--- src/rtl/spi_byte_master.sv ---
// spi_byte_master: SPI mode-0 (CPOL=0, CPHA=0) byte master.
// Converts a valid/ready byte stream into SPI frames (MSB first) and returns the
// byte captured on MISO during each transmitted byte as a one-cycle rx_valid pulse.
// A frame is a run of bytes ended by the one flagged tx_last; NSS stays low between
// bytes of a frame for as long as the source keeps it waiting.
//
// Ports:
//   clk, reset_n          system clock (rising edge), asynchronous active-low reset
//   tx_data/valid/last    byte source; accepted when tx_valid && tx_ready
//   tx_ready              high in IDLE and GAP only
//   rx_data/rx_valid      received byte, one-cycle pulse, no backpressure
//   busy                  high whenever the master is not idle
//   SPI_NSS/SCLK/MOSI     serial outputs, all registered
//   SPI_MISO              serial input, sampled on the SCLK rising transition
module spi_byte_master #(
   parameter int unsigned CLK_DIV   = 4,
   parameter int unsigned NSS_SETUP = 2,
   parameter int unsigned NSS_HOLD  = 2
) (
   input  logic       clk,
   input  logic       reset_n,
   input  logic [7:0] tx_data,
   input  logic       tx_valid,
   input  logic       tx_last,
   output logic       tx_ready,
   output logic [7:0] rx_data,
   output logic       rx_valid,
   output logic       busy,
   output logic       SPI_NSS,
   output logic       SPI_SCLK,
   output logic       SPI_MOSI,
   input  logic       SPI_MISO
);

   // One shared phase counter covers the SCLK half-period, NSS setup and NSS hold.
   localparam int unsigned CNT_MAX_A = (CLK_DIV > NSS_SETUP) ? CLK_DIV : NSS_SETUP;
   localparam int unsigned CNT_MAX   = (CNT_MAX_A > NSS_HOLD) ? CNT_MAX_A : NSS_HOLD;
   localparam int unsigned CNT_W     = (CNT_MAX > 1) ? $clog2(CNT_MAX) : 1;

   localparam logic [CNT_W-1:0] DIV_END   = CNT_W'(CLK_DIV - 1);
   localparam logic [CNT_W-1:0] SETUP_END = CNT_W'(NSS_SETUP - 1);
   localparam logic [CNT_W-1:0] HOLD_END  = CNT_W'(NSS_HOLD - 1);

   typedef enum logic [2:0] {
      S_IDLE  = 3'd0,
      S_SETUP = 3'd1,
      S_SHIFT = 3'd2,
      S_GAP   = 3'd3,
      S_HOLD  = 3'd4
   } state_t;

   state_t           state_q, state_d;
   logic [CNT_W-1:0] cnt_q, cnt_d;
   logic [2:0]       bit_q, bit_d;
   logic [7:0]       tx_sh_q, tx_sh_d;
   logic [7:0]       rx_sh_q, rx_sh_d;
   logic             last_q, last_d;
   logic [7:0]       rx_data_q, rx_data_d;
   logic             rx_valid_q, rx_valid_d;
   logic             tx_ready_q, tx_ready_d;
   logic             busy_q, busy_d;
   logic             nss_q, nss_d;
   logic             sclk_q, sclk_d;
   logic             mosi_q, mosi_d;
   logic             accept_c;

   // tx_ready_q is only ever high in IDLE/GAP, so this is the byte handshake.
   assign accept_c = tx_valid && tx_ready_q;

   // Next-state and next-output logic.
   always_comb begin
      state_d    = state_q;
      cnt_d      = cnt_q;
      bit_d      = bit_q;
      tx_sh_d    = tx_sh_q;
      rx_sh_d    = rx_sh_q;
      last_d     = last_q;
      rx_data_d  = rx_data_q;
      rx_valid_d = 1'b0;
      nss_d      = nss_q;
      sclk_d     = sclk_q;
      mosi_d     = mosi_q;

      case (state_q)
         S_IDLE: begin
            if (accept_c) begin
               tx_sh_d = tx_data;
               last_d  = tx_last;
               mosi_d  = tx_data[7];
               nss_d   = 1'b0;
               cnt_d   = '0;
               state_d = S_SETUP;
            end
         end

         S_SETUP: begin
            if (cnt_q == SETUP_END) begin
               cnt_d   = '0;
               bit_d   = '0;
               state_d = S_SHIFT;
            end else begin
               cnt_d = cnt_q + CNT_W'(1);
            end
         end

         S_SHIFT: begin
            if (cnt_q == DIV_END) begin
               cnt_d = '0;
               if (!sclk_q) begin
                  // Rising transition: capture MISO.
                  sclk_d  = 1'b1;
                  rx_sh_d = {rx_sh_q[6:0], SPI_MISO};
               end else begin
                  // Falling transition: advance MOSI or close the byte.
                  sclk_d = 1'b0;
                  if (bit_q == 3'd7) begin
                     rx_data_d  = rx_sh_q;
                     rx_valid_d = 1'b1;
                     state_d    = last_q ? S_HOLD : S_GAP;
                  end else begin
                     bit_d   = bit_q + 3'd1;
                     tx_sh_d = {tx_sh_q[6:0], 1'b0};
                     mosi_d  = tx_sh_q[6];
                  end
               end
            end else begin
               cnt_d = cnt_q + CNT_W'(1);
            end
         end

         S_GAP: begin
            // Mid-frame: next byte goes straight to SHIFT, NSS already asserted.
            if (accept_c) begin
               tx_sh_d = tx_data;
               last_d  = tx_last;
               mosi_d  = tx_data[7];
               cnt_d   = '0;
               bit_d   = '0;
               state_d = S_SHIFT;
            end
         end

         S_HOLD: begin
            // Two phases split by nss_q: NSS low for the hold time, then high for it.
            if (cnt_q == HOLD_END) begin
               cnt_d = '0;
               if (!nss_q) begin
                  nss_d = 1'b1;
               end else begin
                  mosi_d  = 1'b0;
                  state_d = S_IDLE;
               end
            end else begin
               cnt_d = cnt_q + CNT_W'(1);
            end
         end

         default: begin
            state_d = S_IDLE;
            nss_d   = 1'b1;
            sclk_d  = 1'b0;
            mosi_d  = 1'b0;
         end
      endcase

      // Status outputs are a function of the next state only.
      tx_ready_d = (state_d == S_IDLE) || (state_d == S_GAP);
      busy_d     = (state_d != S_IDLE);
   end

   // State and output registers.
   always_ff @(posedge clk or negedge reset_n) begin
      if (!reset_n) begin
         state_q    <= S_IDLE;
         cnt_q      <= '0;
         bit_q      <= '0;
         tx_sh_q    <= '0;
         rx_sh_q    <= '0;
         last_q     <= 1'b0;
         rx_data_q  <= '0;
         rx_valid_q <= 1'b0;
         tx_ready_q <= 1'b1;
         busy_q     <= 1'b0;
         nss_q      <= 1'b1;
         sclk_q     <= 1'b0;
         mosi_q     <= 1'b0;
      end else begin
         state_q    <= state_d;
         cnt_q      <= cnt_d;
         bit_q      <= bit_d;
         tx_sh_q    <= tx_sh_d;
         rx_sh_q    <= rx_sh_d;
         last_q     <= last_d;
         rx_data_q  <= rx_data_d;
         rx_valid_q <= rx_valid_d;
         tx_ready_q <= tx_ready_d;
         busy_q     <= busy_d;
         nss_q      <= nss_d;
         sclk_q     <= sclk_d;
         mosi_q     <= mosi_d;
      end
   end

   assign tx_ready = tx_ready_q;
   assign rx_data  = rx_data_q;
   assign rx_valid = rx_valid_q;
   assign busy     = busy_q;
   assign SPI_NSS  = nss_q;
   assign SPI_SCLK = sclk_q;
   assign SPI_MOSI = mosi_q;

endmodule

--- config.mk ---
export PLATFORM = sky130hd
export DESIGN_NAME = spi_byte_master
export DESIGN_NICKNAME = d
export VERILOG_FILES = /design/src/rtl/spi_byte_master.sv
export SDC_FILE = /design/constraint.sdc
export NUM_CORES = 1
export LEC_CHECK = 0
export BUFFER_PORTS_ARGS = -buffer_cell sky130_fd_sc_hd__buf_2
export CORE_ASPECT_RATIO = 1.1
export CORE_MARGIN = 3
export CORE_UTILIZATION = 25
export CTS_CLUSTER_SIZE = 24
export DETAILED_ROUTE_END_ITERATION = 8
export SYNTH_ARGS = -nofsm -noshare
export SYNTH_HDL_FRONTEND = slang
export SYNTH_SLANG_ARGS = --single-unit
--- constraint.sdc ---
create_clock -name clk -period 2.6 [get_ports clk]
set_clock_uncertainty 0.2 [all_clocks]
set_input_delay 0.39 -clock clk [delete_from_list [all_inputs] [get_ports clk]]
set_output_delay 0.39 -clock clk [all_outputs]
set_load 0.05 [all_outputs]
==> flow_metrics.tcl, run 1 <==
set metrics [dict create \
    outcome "finished, violations left" \
    failed_checks "negative hold slack" \
    timing.setup.critical_path_class "flip-flop to flip-flop" \
    finish.net_count 210 \
    clkTransAtPathRegs_ps 80 \
    die_area_sq_um 8600 \
    setup_viol 0 \
    initialDrtViolationCount 112 \
    detailedRoute.firstPassIterationCount 4 \
    cap_violations 0 \
    seq_area_frac_synth_pct 50.7 \
    crit_path_end_kind "flip-flop" \
    layout_setup_ws_ps 506 \
    cts_post_setup_buffers_inserted 0 \
    synth_cells 161 \
    simple_logic_cell_fraction_of_the_synthesized_area_pct 10.2 \
    ir_drop_v 0.000220 \
    dp_hpwl_mm 2.69 \
    cts-root-to-sink-buffers 2 \
    finalMaxSlewViolations 0 \
    setup-tns-final_ps 0 \
    design_power_total_mw 2.21 \
    netSwitchingFraction_pct 37.0 \
    hold_violations_final 13 \
    tritoncts "yes" \
    finalInstanceArea_sq_um 2200 \
    power_density_nw_per_um2 1010 \
    period_share_pct 80.5 \
    synth_nets 180 \
    synthesized_area_sq_um 1880 \
    max_freq_ghz 0.478 \
    yosysTopAreaCell "sky130_fd_sc_hd__dfrtp_1" \
    grt_overall_usage_pct 9.33 \
    drt-total-wl_mm 3.67 \
    syn_avg_cell_area_sq_um 11.7 \
    timing_worst_slew_pin_value_ps 825 \
    cts_root_buf "sky130_fd_sc_hd__clkbuf_8" \
    yosys_register_bits 38 \
    critical_path_peak_fanout 14 \
    htree_levels 2 \
    synth_xor_area_share_pct 0.466 \
    ant_nets 0 \
    clock_latency_ps 290 \
    initial_core_util_pct 26.2 \
    worst_slew_margin_rel_pct 45.0 \
    wl_per_instance_microns 13.3 \
    dominant_combinational_cell_family_by_area_after_synthesis "multiplexers" \
    finalWeightedCongestion 0.791 \
    wire_length_of_the_first_global_routing_pass_mm 6.29 \
    finalNonFillerCells 277 \
    drc 0 \
    tritoncts.num_buffers 5 \
    area_growth_syn_to_layout_pct 17.0 \
    share_of_the_synthesized_area_in_the_top_cell_type_pct 47.9 \
    postCtsResizedCells 0 \
    p_seq_share_pct 42.3 \
    design.portCount 27 \
    internal_power_mw 1.39 \
    die-height_microns 97.0 \
    synth_mux_area_share_pct 17.8 \
    timing.hold.worst.class "input pin to async pin" \
    rows 32 \
    power_frac_clock_pct 19.4 \
    viasPerCell 4.69 \
    grt_setup_unrepaired "no" \
    synth.yosys.warnings 0 \
    compound_cell_area_share_of_the_yosys_netlist_pct 12.7 \
    dp_worst_setup_slack_ps 508 \
    synth_top_cells_by_area "sky130_fd_sc_hd__dfrtp_1, sky130_fd_sc_hd__mux2_2, sky130_fd_sc_hd__ha_1" \
    synthDistinctLibCells 39 \
    postCtsHoldBufs 0 \
    place_area_sq_um 2100 \
    worst_setup_path_start_kind "flip-flop" \
    antenna_violations_before_repair 0 \
    p_leak_nw 1.05 \
    drive_above_1_share_pct 37.5 \
    layout.core_utilization_pct 30.7 \
    io_buffers 26 \
    fin_worst_hold_slack_ps -11.0 \
    numClockSinks 38 \
    core_area_sq_um 7170 \
    grt_pass1_vias 1323 \
    power_switching_mw 0.818 \
    via_count 1300 \
    fraction_of_the_mapped_netlist_area_in_adder_cells_pct 3.99 \
    worstPathRequired_ps 2580 \
    grt_remaining_overflow 0 \
    die_width_microns 88.7 \
    arrival_ps 2070 \
    pin_count_of_the_biggest_net_entering_global_routing 39 \
    finalWorstPathRequiredPeriod_ps 2090 \
    share_comb_of_total_power_pct 38.2 \
    place_inst 269 \
    antenna_cell_count 0 \
]
cell usage after synthesis:
| master | count |
|---|---|
| sky130_fd_sc_hd__dfrtp_1 | 36 |
| sky130_fd_sc_hd__a22oi_1 | 2 |
| sky130_fd_sc_hd__o21a_1 | 1 |
| sky130_fd_sc_hd__and4b_1 | 1 |
| sky130_fd_sc_hd__nand3_1 | 2 |
| sky130_fd_sc_hd__o21ai_0 | 6 |
| sky130_fd_sc_hd__nand2b_1 | 2 |
| sky130_fd_sc_hd__xnor2_1 | 1 |
| sky130_fd_sc_hd__a21oi_1 | 14 |
| sky130_fd_sc_hd__nor4_1 | 1 |
| sky130_fd_sc_hd__buf_2 | 4 |
| sky130_fd_sc_hd__a21boi_0 | 2 |
| sky130_fd_sc_hd__and2b_1 | 1 |
| sky130_fd_sc_hd__nand4b_1 | 1 |
| sky130_fd_sc_hd__o21ai_2 | 1 |
| sky130_fd_sc_hd__nor3_4 | 1 |
| sky130_fd_sc_hd__and4_1 | 1 |
| sky130_fd_sc_hd__o22ai_1 | 1 |
| sky130_fd_sc_hd__a32oi_1 | 2 |
| sky130_fd_sc_hd__mux2i_1 | 2 |
| sky130_fd_sc_hd__inv_1 | 11 |
| sky130_fd_sc_hd__nand2_1 | 8 |
| sky130_fd_sc_hd__o211ai_1 | 3 |
| sky130_fd_sc_hd__a22o_1 | 1 |
| sky130_fd_sc_hd__nor3b_2 | 1 |
| sky130_fd_sc_hd__nand3b_1 | 1 |
| sky130_fd_sc_hd__dfstp_2 | 2 |
| sky130_fd_sc_hd__mux2_2 | 28 |
| sky130_fd_sc_hd__or2_2 | 1 |
| sky130_fd_sc_hd__nor3b_1 | 1 |
| sky130_fd_sc_hd__nor2_1 | 6 |
| sky130_fd_sc_hd__o32a_1 | 1 |
| sky130_fd_sc_hd__nor2b_1 | 2 |
| sky130_fd_sc_hd__o211a_1 | 1 |
| sky130_fd_sc_hd__a211o_1 | 2 |
| sky130_fd_sc_hd__buf_4 | 2 |
| sky130_fd_sc_hd__ha_1 | 6 |
| sky130_fd_sc_hd__nor3_1 | 1 |
| sky130_fd_sc_hd__nor2b_2 | 1 |
final cells by class:
cell class	instances	area [sq um]
Clock buffer	6	82.6
Sequential cell	38	953
Timing Repair Buffer	29	153
Multi-Input combinational cell	106	851
Tap cell	85	106
Inverter	11	41.3
Clock inverter	2	12.5
Fill cell	733	4970
flip-flops by register name (all words and copies together), names as in the netlist:
register,flops
rx_data,8
rx_sh_q,8
tx_sh_q,7
bit_q,3
state_q,3
cnt_q,2
SPI_MOSI,1
SPI_NSS,1
SPI_SCLK,1
busy,1
last_q,1
rx_valid,1
tx_ready,1
power by group through the flow:
stage | clock (mW) | combinational (mW) | sequential, mW
after floorplan | 0 | 0.609 | 0.991
after global placement | 0 | 0.840 | 0.941
after detailed placement | 0 | 0.853 | 0.947
after CTS | 0.445 | 0.854 | 0.937
after global routing | 0.470 | 0.942 | 0.969
final | 0.429 | 0.846 | 0.936
final timing paths:
check	slack [ps]	start	to	cells after the start
min	-10	reset_n	rx_valid$_DFF_PN0_	1
max in group asynchronous	1680	reset_n	tx_sh_q[6]$_DFFE_PN0P_	1
max	510	state_q[0]$_DFF_PN0_	tx_sh_q[3]$_DFFE_PN0P_	4
max reg2reg	510	state_q[0]$_DFF_PN0_	tx_sh_q[3]$_DFFE_PN0P_	4
min in group clk	110	tx_data[0]	tx_sh_q[0]$_DFFE_PN0P_	2
min reg2reg	290	bit_q[0]$_DFFE_PN0P_	bit_q[0]$_DFFE_PN0P_	1
per-layer routing:
layer / up-vias / share of wire (%) / GRT usage (%)
met5: - / 0 / 0
met4: 0 / 2.6 / 5.35
met3: 9 / 3.2 / 2.56
met2: 25 / 49 / 13.4
met1: 632 / 45 / 12.4
li1: 634 / - / -
cells in the final DEF, fill, tap and decap left out, types with 2 or more instances in the layout:
master,instances
sky130_fd_sc_hd__o211ai_1,3
sky130_fd_sc_hd__a22oi_1,2
sky130_fd_sc_hd__a211o_1,2
sky130_fd_sc_hd__mux2_2,28
sky130_fd_sc_hd__buf_4,3
sky130_fd_sc_hd__dfstp_2,2
sky130_fd_sc_hd__a21boi_0,2
sky130_fd_sc_hd__nor2b_1,2
sky130_fd_sc_hd__nand2b_1,2
sky130_fd_sc_hd__nand3_1,2
sky130_fd_sc_hd__a21oi_1,14
sky130_fd_sc_hd__ha_1,6
sky130_fd_sc_hd__o21ai_0,6
sky130_fd_sc_hd__dfrtp_1,36
sky130_fd_sc_hd__nand2_1,8
sky130_fd_sc_hd__buf_2,26
sky130_fd_sc_hd__a32oi_1,2
sky130_fd_sc_hd__mux2i_1,2
sky130_fd_sc_hd__nor2_1,6
sky130_fd_sc_hd__inv_1,11
sky130_fd_sc_hd__clkbuf_8,6
cells by family after synthesis:
group                    Yosys count
AO/OA/AOI/OAI                     37
multiplexers                      30
XOR/XNOR                           1
flip-flops                        38
AND/OR/NAND/NOR                   32
buffers and inverters             17
adder cells (fa/ha/maj)            6
critical path, cell delays in order, from the launching register on:
cell and delay [ps]:
sky130_fd_sc_hd__dfrtp_1 610, sky130_fd_sc_hd__and2b_1 290, sky130_fd_sc_hd__nor3_4 260, sky130_fd_sc_hd__mux2_2 370, sky130_fd_sc_hd__mux2_2 250
Note: power is estimated with default switching activity, not from simulation.
==> run 2, diff against run 1 <==
- clock period: 2.6 -> 1.9 ns (I/O delays scaled with it)
==> flow_metrics.tcl, run 2 (synthesis results as in run 1) <==
set metrics [dict create \
    outcome "completed" \
    finalWeightedCongestion 0.868 \
    pin_count_of_the_biggest_net_entering_global_routing 39 \
    final_common_cell "sky130_fd_sc_hd__dfrtp_1" \
    setup_viol 0 \
    critical_path_peak_fanout 6 \
    wl_per_instance_microns 12.9 \
    dr_wl_met3_microns 121 \
    worst-path-buf-inv 1 \
    wire_length_of_the_first_global_routing_pass_mm 6.35 \
    grt_pass1_vias 1431 \
    timing_worst_slew_pin_value_ps 465 \
    dp_hpwl_mm 2.77 \
    ant_nets 0 \
    antenna_violations_before_repair 0 \
    top_signal_layer_used "met4" \
    fin_worst_hold_slack_ps 11.0 \
    p_leak_nw 1.20 \
    rows 32 \
    timing.setup.critical_path_class "flip-flop to flip-flop" \
    die-height_microns 97.0 \
    initial_core_util_pct 26.2 \
    drt-total-wl_mm 3.82 \
    detailedRoute.firstPassIterationCount 4 \
    tritoncts "yes" \
    p_seq_share_pct 36.2 \
    clock_latency_ps 290 \
    critPathMostFrequentCell "sky130_fd_sc_hd__mux2_4" \
    finish.net_count 229 \
    worst_slew_margin_rel_pct 69.0 \
    die_area_sq_um 8600 \
    timing.hold.worst.class "input pin to flip-flop" \
    wl_met2_mm 1.79 \
    critical-path-slowest-cell "sky130_fd_sc_hd__dfrtp_1" \
    path_cells "and2b_2 > nor3_4 > buf_6 > mux2_4 > mux2_4" \
    cp_slowest_stage_delay_ps 420 \
    clkTransAtPathRegs_ps 80 \
    cap_violations 0 \
    tritoncts.num_buffers 5 \
    share_comb_of_total_power_pct 47.0 \
    ir_drop_v 0.000532 \
    power_switching_mw 1.24 \
    via_count 1364 \
    most_frequent_cells_in_the_layout "sky130_fd_sc_hd__dfrtp_1, sky130_fd_sc_hd__buf_2, sky130_fd_sc_hd__buf_4, sky130_fd_sc_hd__mux2_2, sky130_fd_sc_hd__a21oi_1" \
    antenna_cell_count 0 \
    worstPathRequired_ps 1870 \
    cts-root-to-sink-buffers 2 \
    finalMaxSlewViolations 0 \
    crit_family "multiplexers" \
    grt_overall_usage_pct 9.34 \
    max_freq_ghz 0.535 \
    grt_setup_unrepaired "yes" \
    arrival_ps 1840 \
    finalWorstPathRequiredPeriod_ps 1870 \
    drc 0 \
    fillCellCount 685 \
    initialDrtViolationCount 55 \
    drt-met1-wl_mm 1.79 \
    period_share_pct 98.4 \
    io_buffers 26 \
    worst_setup_path_start_kind "flip-flop" \
    numClockSinks 38 \
    crit_path_end_kind "flip-flop" \
    power_density_nw_per_um2 1400 \
    drive_above_1_share_pct 47.4 \
    cts_root_buf "sky130_fd_sc_hd__clkbuf_8" \
    netSwitchingFraction_pct 35.9 \
    area_growth_syn_to_layout_pct 31.5 \
    htree_levels 2 \
    power_frac_clock_pct 16.8 \
    design.portCount 27 \
    core_area_sq_um 7170 \
    die_width_microns 88.7 \
    viasPerCell 4.61 \
    grt_remaining_overflow 0 \
    internal_power_mw 2.22 \
    design_power_total_mw 3.46 \
    hold_violations_final 0 \
]
==> run 2: timing repair <==
action | 4_1_cts | 5_1_grt
setup buffers | 1 | 3
hold endpoints to repair | 36 | 0
pin swaps | 2 | 3
hold buffers | 1 | 0
gates cloned | 0 | 0
endpoints found under the setup margin | 7 | 18
gates resized for setup | 13 | 15
==> run 2: metal layers <==
layer	global-route usage [%]	vias up
li1	-	671
met4	4.42	0
met5	0	-
met3	2.47	11
met2	14.9	22
met1	11.5	660
==> run 2: final cells by class <==
cell class,instances,area [sq um],area share (%)
Clock buffer,6,82.6,3.34
Clock inverter,2,12.5,0.506
Inverter,11,41.3,1.67
Multi-Input combinational cell,106,963,38.9
Sequential cell,38,953,38.5
Tap cell,85,106,4.30
Timing Repair Buffer,48,314,12.7
==> run 2: power groups by stage <==
stage | clock, mW | sequential [mW] | combinational [mW]
detailed placement | 0 | 1.25 | 1.35
global placement | 0 | 1.25 | 1.33
global route | 0.631 | 1.29 | 1.78
CTS | 0.602 | 1.24 | 1.50
finish | 0.580 | 1.25 | 1.63
floorplan | 0 | 1.36 | 0.834
==> run 2: worst paths after layout <==
path / from / endpoint / slack [ps] / cells past startpoint
min: tx_last / last_q$_DFFE_PN0P_ / 10 / 3
max: state_q[1]$_DFF_PN0_ / tx_sh_q[3]$_DFFE_PN0P_ / 30 / 5
min reg2reg: rx_data[3]$_DFFE_PN0P_ / rx_data[3]$_DFFE_PN0P_ / 300 / 1
max in group asynchronous: reset_n / tx_ready$_DFF_PN1_ / 780 / 3
min in group asynchronous: reset_n / rx_data[2]$_DFFE_PN0P_ / 370 / 3
max reg2reg: state_q[1]$_DFF_PN0_ / tx_sh_q[3]$_DFFE_PN0P_ / 30 / 5
==> run 2: stage by stage <==
step / setup slack (ps) / cell area (sq um) / utilization, % / setup TNS, ps / std cells
3_3_place_gp: -10.1 / 2230 / 31.1 / -55.6 / 284
5_1_grt: -23.6 / 2470 / 34.5 / -112 / 296
4_1_cts: 6.24 / 2400 / 33.5 / 0 / 294
6_report: 30.4 / 2470 / 34.5 / 0 / 296
3_5_place_dp: -60.8 / 2230 / 31.1 / -343 / 284
2_1_floorplan: 38.4 / 1880 / - / 0 / 161
==> run 2: tightest hold or removal path, delay by kind of cell <==
| family | cells | cell delay, ps |
|---|---|---|
| buf+inv | 1 | 80 |
| compound gates | 1 | 60 |
| simple gates | 1 | 40 |
==> run 3, diff against run 2 <==
--- a/config.mk
+++ b/config.mk
@@ -9,5 +9,5 @@
 export CORE_ASPECT_RATIO = 1.1
 export CORE_MARGIN = 3
-export CORE_UTILIZATION = 25
+export CORE_UTILIZATION = 35
 export CTS_CLUSTER_SIZE = 24
 export DETAILED_ROUTE_END_ITERATION = 8
==> constraint.sdc (replaced) <==
create_clock -name clk -period 1.9 [get_ports clk]
set_clock_uncertainty 0.2 [all_clocks]
set_input_delay 0.19 -clock clk [delete_from_list [all_inputs] [get_ports clk]]
set_output_delay 0.19 -clock clk [all_outputs]
set_load 0.05 [all_outputs]
==> flow_metrics.tcl, run 3 (synthesis results as in run 1) <==
set metrics [dict create \
    finalWorstPathRequiredPeriod_ps 1870 \
    finalInstanceArea_sq_um 2580 \
    crit_path_end_kind "flip-flop" \
    max_freq_ghz 0.536 \
    grt_setup_unrepaired "yes" \
    core_area_sq_um 5100 \
    layout_setup_ws_ps 32.8 \
    detailedRoute.firstPassIterationCount 4 \
    critical_path.reg2reg.endpoint "tx_sh_q[4]$_DFFE_PN0P_" \
    pin_count_of_the_biggest_net_entering_global_routing 23 \
    grt_overall_usage_pct 13.7 \
    tritoncts.num_buffers 5 \
    finish.net_count 236 \
    antenna_violations_before_repair 0 \
    finalMaxSlewViolations 0 \
    hold_violations_final 0 \
    finalWeightedCongestion 0.768 \
    worstSetupEndpoint "tx_sh_q[4]$_DFFE_PN0P_" \
    drc 0 \
    htree_levels 2 \
    top_usage_layer "met2" \
    timing.hold.worst.class "input pin to flip-flop" \
    most_frequent_cells_in_the_layout "sky130_fd_sc_hd__dfrtp_1, sky130_fd_sc_hd__mux2_2, sky130_fd_sc_hd__buf_2, sky130_fd_sc_hd__buf_4, sky130_fd_sc_hd__a21oi_1" \
    grt_pass1_vias 1420 \
    use_met3_pct 3.03 \
    wl_per_instance_microns 13.8 \
    timing_worst_slew_pin_value_ps 422 \
    ir_drop_v 0.000734 \
    cts-root-to-sink-buffers 2 \
    worst_setup_path_start_kind "flip-flop" \
    wire_length_of_the_first_global_routing_pass_mm 6.72 \
    rows 27 \
    arrival_ps 1830 \
    reg2regPathDepth 6 \
    worstPathRequired_ps 1870 \
    dp_worst_setup_slack_ps -71.9 \
    p_leak_nw 1.22 \
    worst_slew_margin_rel_pct 71.9 \
    initialDrtViolationCount 66 \
    area_growth_syn_to_layout_pct 37.1 \
    clkTransAtPathRegs_ps 70 \
    tritoncts "yes" \
    numClockSinks 38 \
    r2r_setup_slack_ps 30 \
    power_density_nw_per_um2 1450 \
    clock_latency_ps 280 \
    die-height_microns 82.9 \
    drive_above_1_share_pct 50.0 \
    ant_nets 0 \
    dp_hpwl_mm 2.97 \
    die_width_microns 75.9 \
    place_area_sq_um 2230 \
    use_met2_pct 21.4 \
    outcome "completed" \
    timing.setup.critical_path_class "flip-flop to flip-flop" \
    cap_violations 0 \
    period_share_pct 98.3 \
    crit_start "bit_q[1]$_DFFE_PN0P_" \
    io_buffers 26 \
    setup_viol 0 \
    design.portCount 27 \
    viasPerCell 4.86 \
    grtUsageMet1_pct 18.9 \
    critical_path_peak_fanout 7 \
    final_common_cell "sky130_fd_sc_hd__dfrtp_1" \
    drt-total-wl_mm 4.00 \
    fillCellCount 452 \
    die_area_sq_um 6290 \
    cts_root_buf "sky130_fd_sc_hd__clkbuf_8" \
    antenna_cell_count 0 \
    initial_core_util_pct 36.9 \
    grt_remaining_overflow 0 \
    reg2reg_from "bit_q[1]$_DFFE_PN0P_" \
    via_count 1410 \
]
run 3: worst min path at each step:
stage               startpoint                     end  slack, ps  depth (start not counted)
finish              tx_data[3]  tx_sh_q[3]$_DFFE_PN0P_         70                          3
global route        tx_data[3]  tx_sh_q[3]$_DFFE_PN0P_         60                          3
CTS                 tx_data[3]  tx_sh_q[3]$_DFFE_PN0P_         60                          3
detailed placement     reset_n    cnt_q[0]$_DFFE_PN0P_        -50                          1
global placement       reset_n    cnt_q[0]$_DFFE_PN0P_        -50                          1
floorplan              reset_n    SPI_MOSI$_DFFE_PN0P_       -310                          0
run 3: area by class of cell:
class                      instances  area, sq um  area share, %
tap                               72         90.1           3.49
sequential                        38          955           37.0
timing repair buffer              55          394           15.3
multi-input combinational        106          956           37.1
inverter                          11         41.3           1.60
clock inverter                     2         60.1           2.33
clock buffer                       6         82.6           3.20
run 3: worst max-delay path, cell delays in order (launching register included):
cell and delay, ps:
sky130_fd_sc_hd__dfrtp_1 390, sky130_fd_sc_hd__ha_4 180, sky130_fd_sc_hd__ha_4 130, sky130_fd_sc_hd__nand4b_1 120, sky130_fd_sc_hd__o21ai_2 90, sky130_fd_sc_hd__o21ai_4 270, sky130_fd_sc_hd__mux2_2 370
run 3: what timing repair did:
action / in CTS / in global routing
resized for setup: 7 / 24
endpoints found under the hold margin: 39 / 0
setup buffers: 3 / 3
setup endpoints to repair: 16 / 31
hold buffers: 4 / 0
cloned: 0 / 0
pin swaps: 2 / 11
run 3: layer usage:
layer	vias up	part of all wire (%)
li1	684	-
met1	702	46
met2	20	51
met3	4	3.3
met4	0	0.43
met5	-	0
run 3: metrics by stage:
step | TNS [ps] | hold WS (ps) | util, % | power, mW | std cells
final | 0 | 65.0 | 50.6 | 3.75 | 290
after global routing | -269 | 62.3 | 50.6 | 4.00 | 290
after CTS | -56.1 | 61.6 | 48.2 | 3.61 | 287
after detailed placement | -483 | -50.3 | 43.8 | 2.66 | 272
after global placement | 0 | -47.6 | 43.8 | 2.63 | 272
after floorplan | 0 | -306 | - | 2.19 | 161
run 3: where the power goes:
| part | switching, mW | total (mW) | internal (mW) |
|---|---|---|---|
| clock network | 0.274 | 0.834 | 0.560 |
| logic | 0.793 | 1.65 | 0.857 |
| registers | 0.197 | 1.27 | 1.07 |
| total | 1.26 | 3.75 | 2.49 |
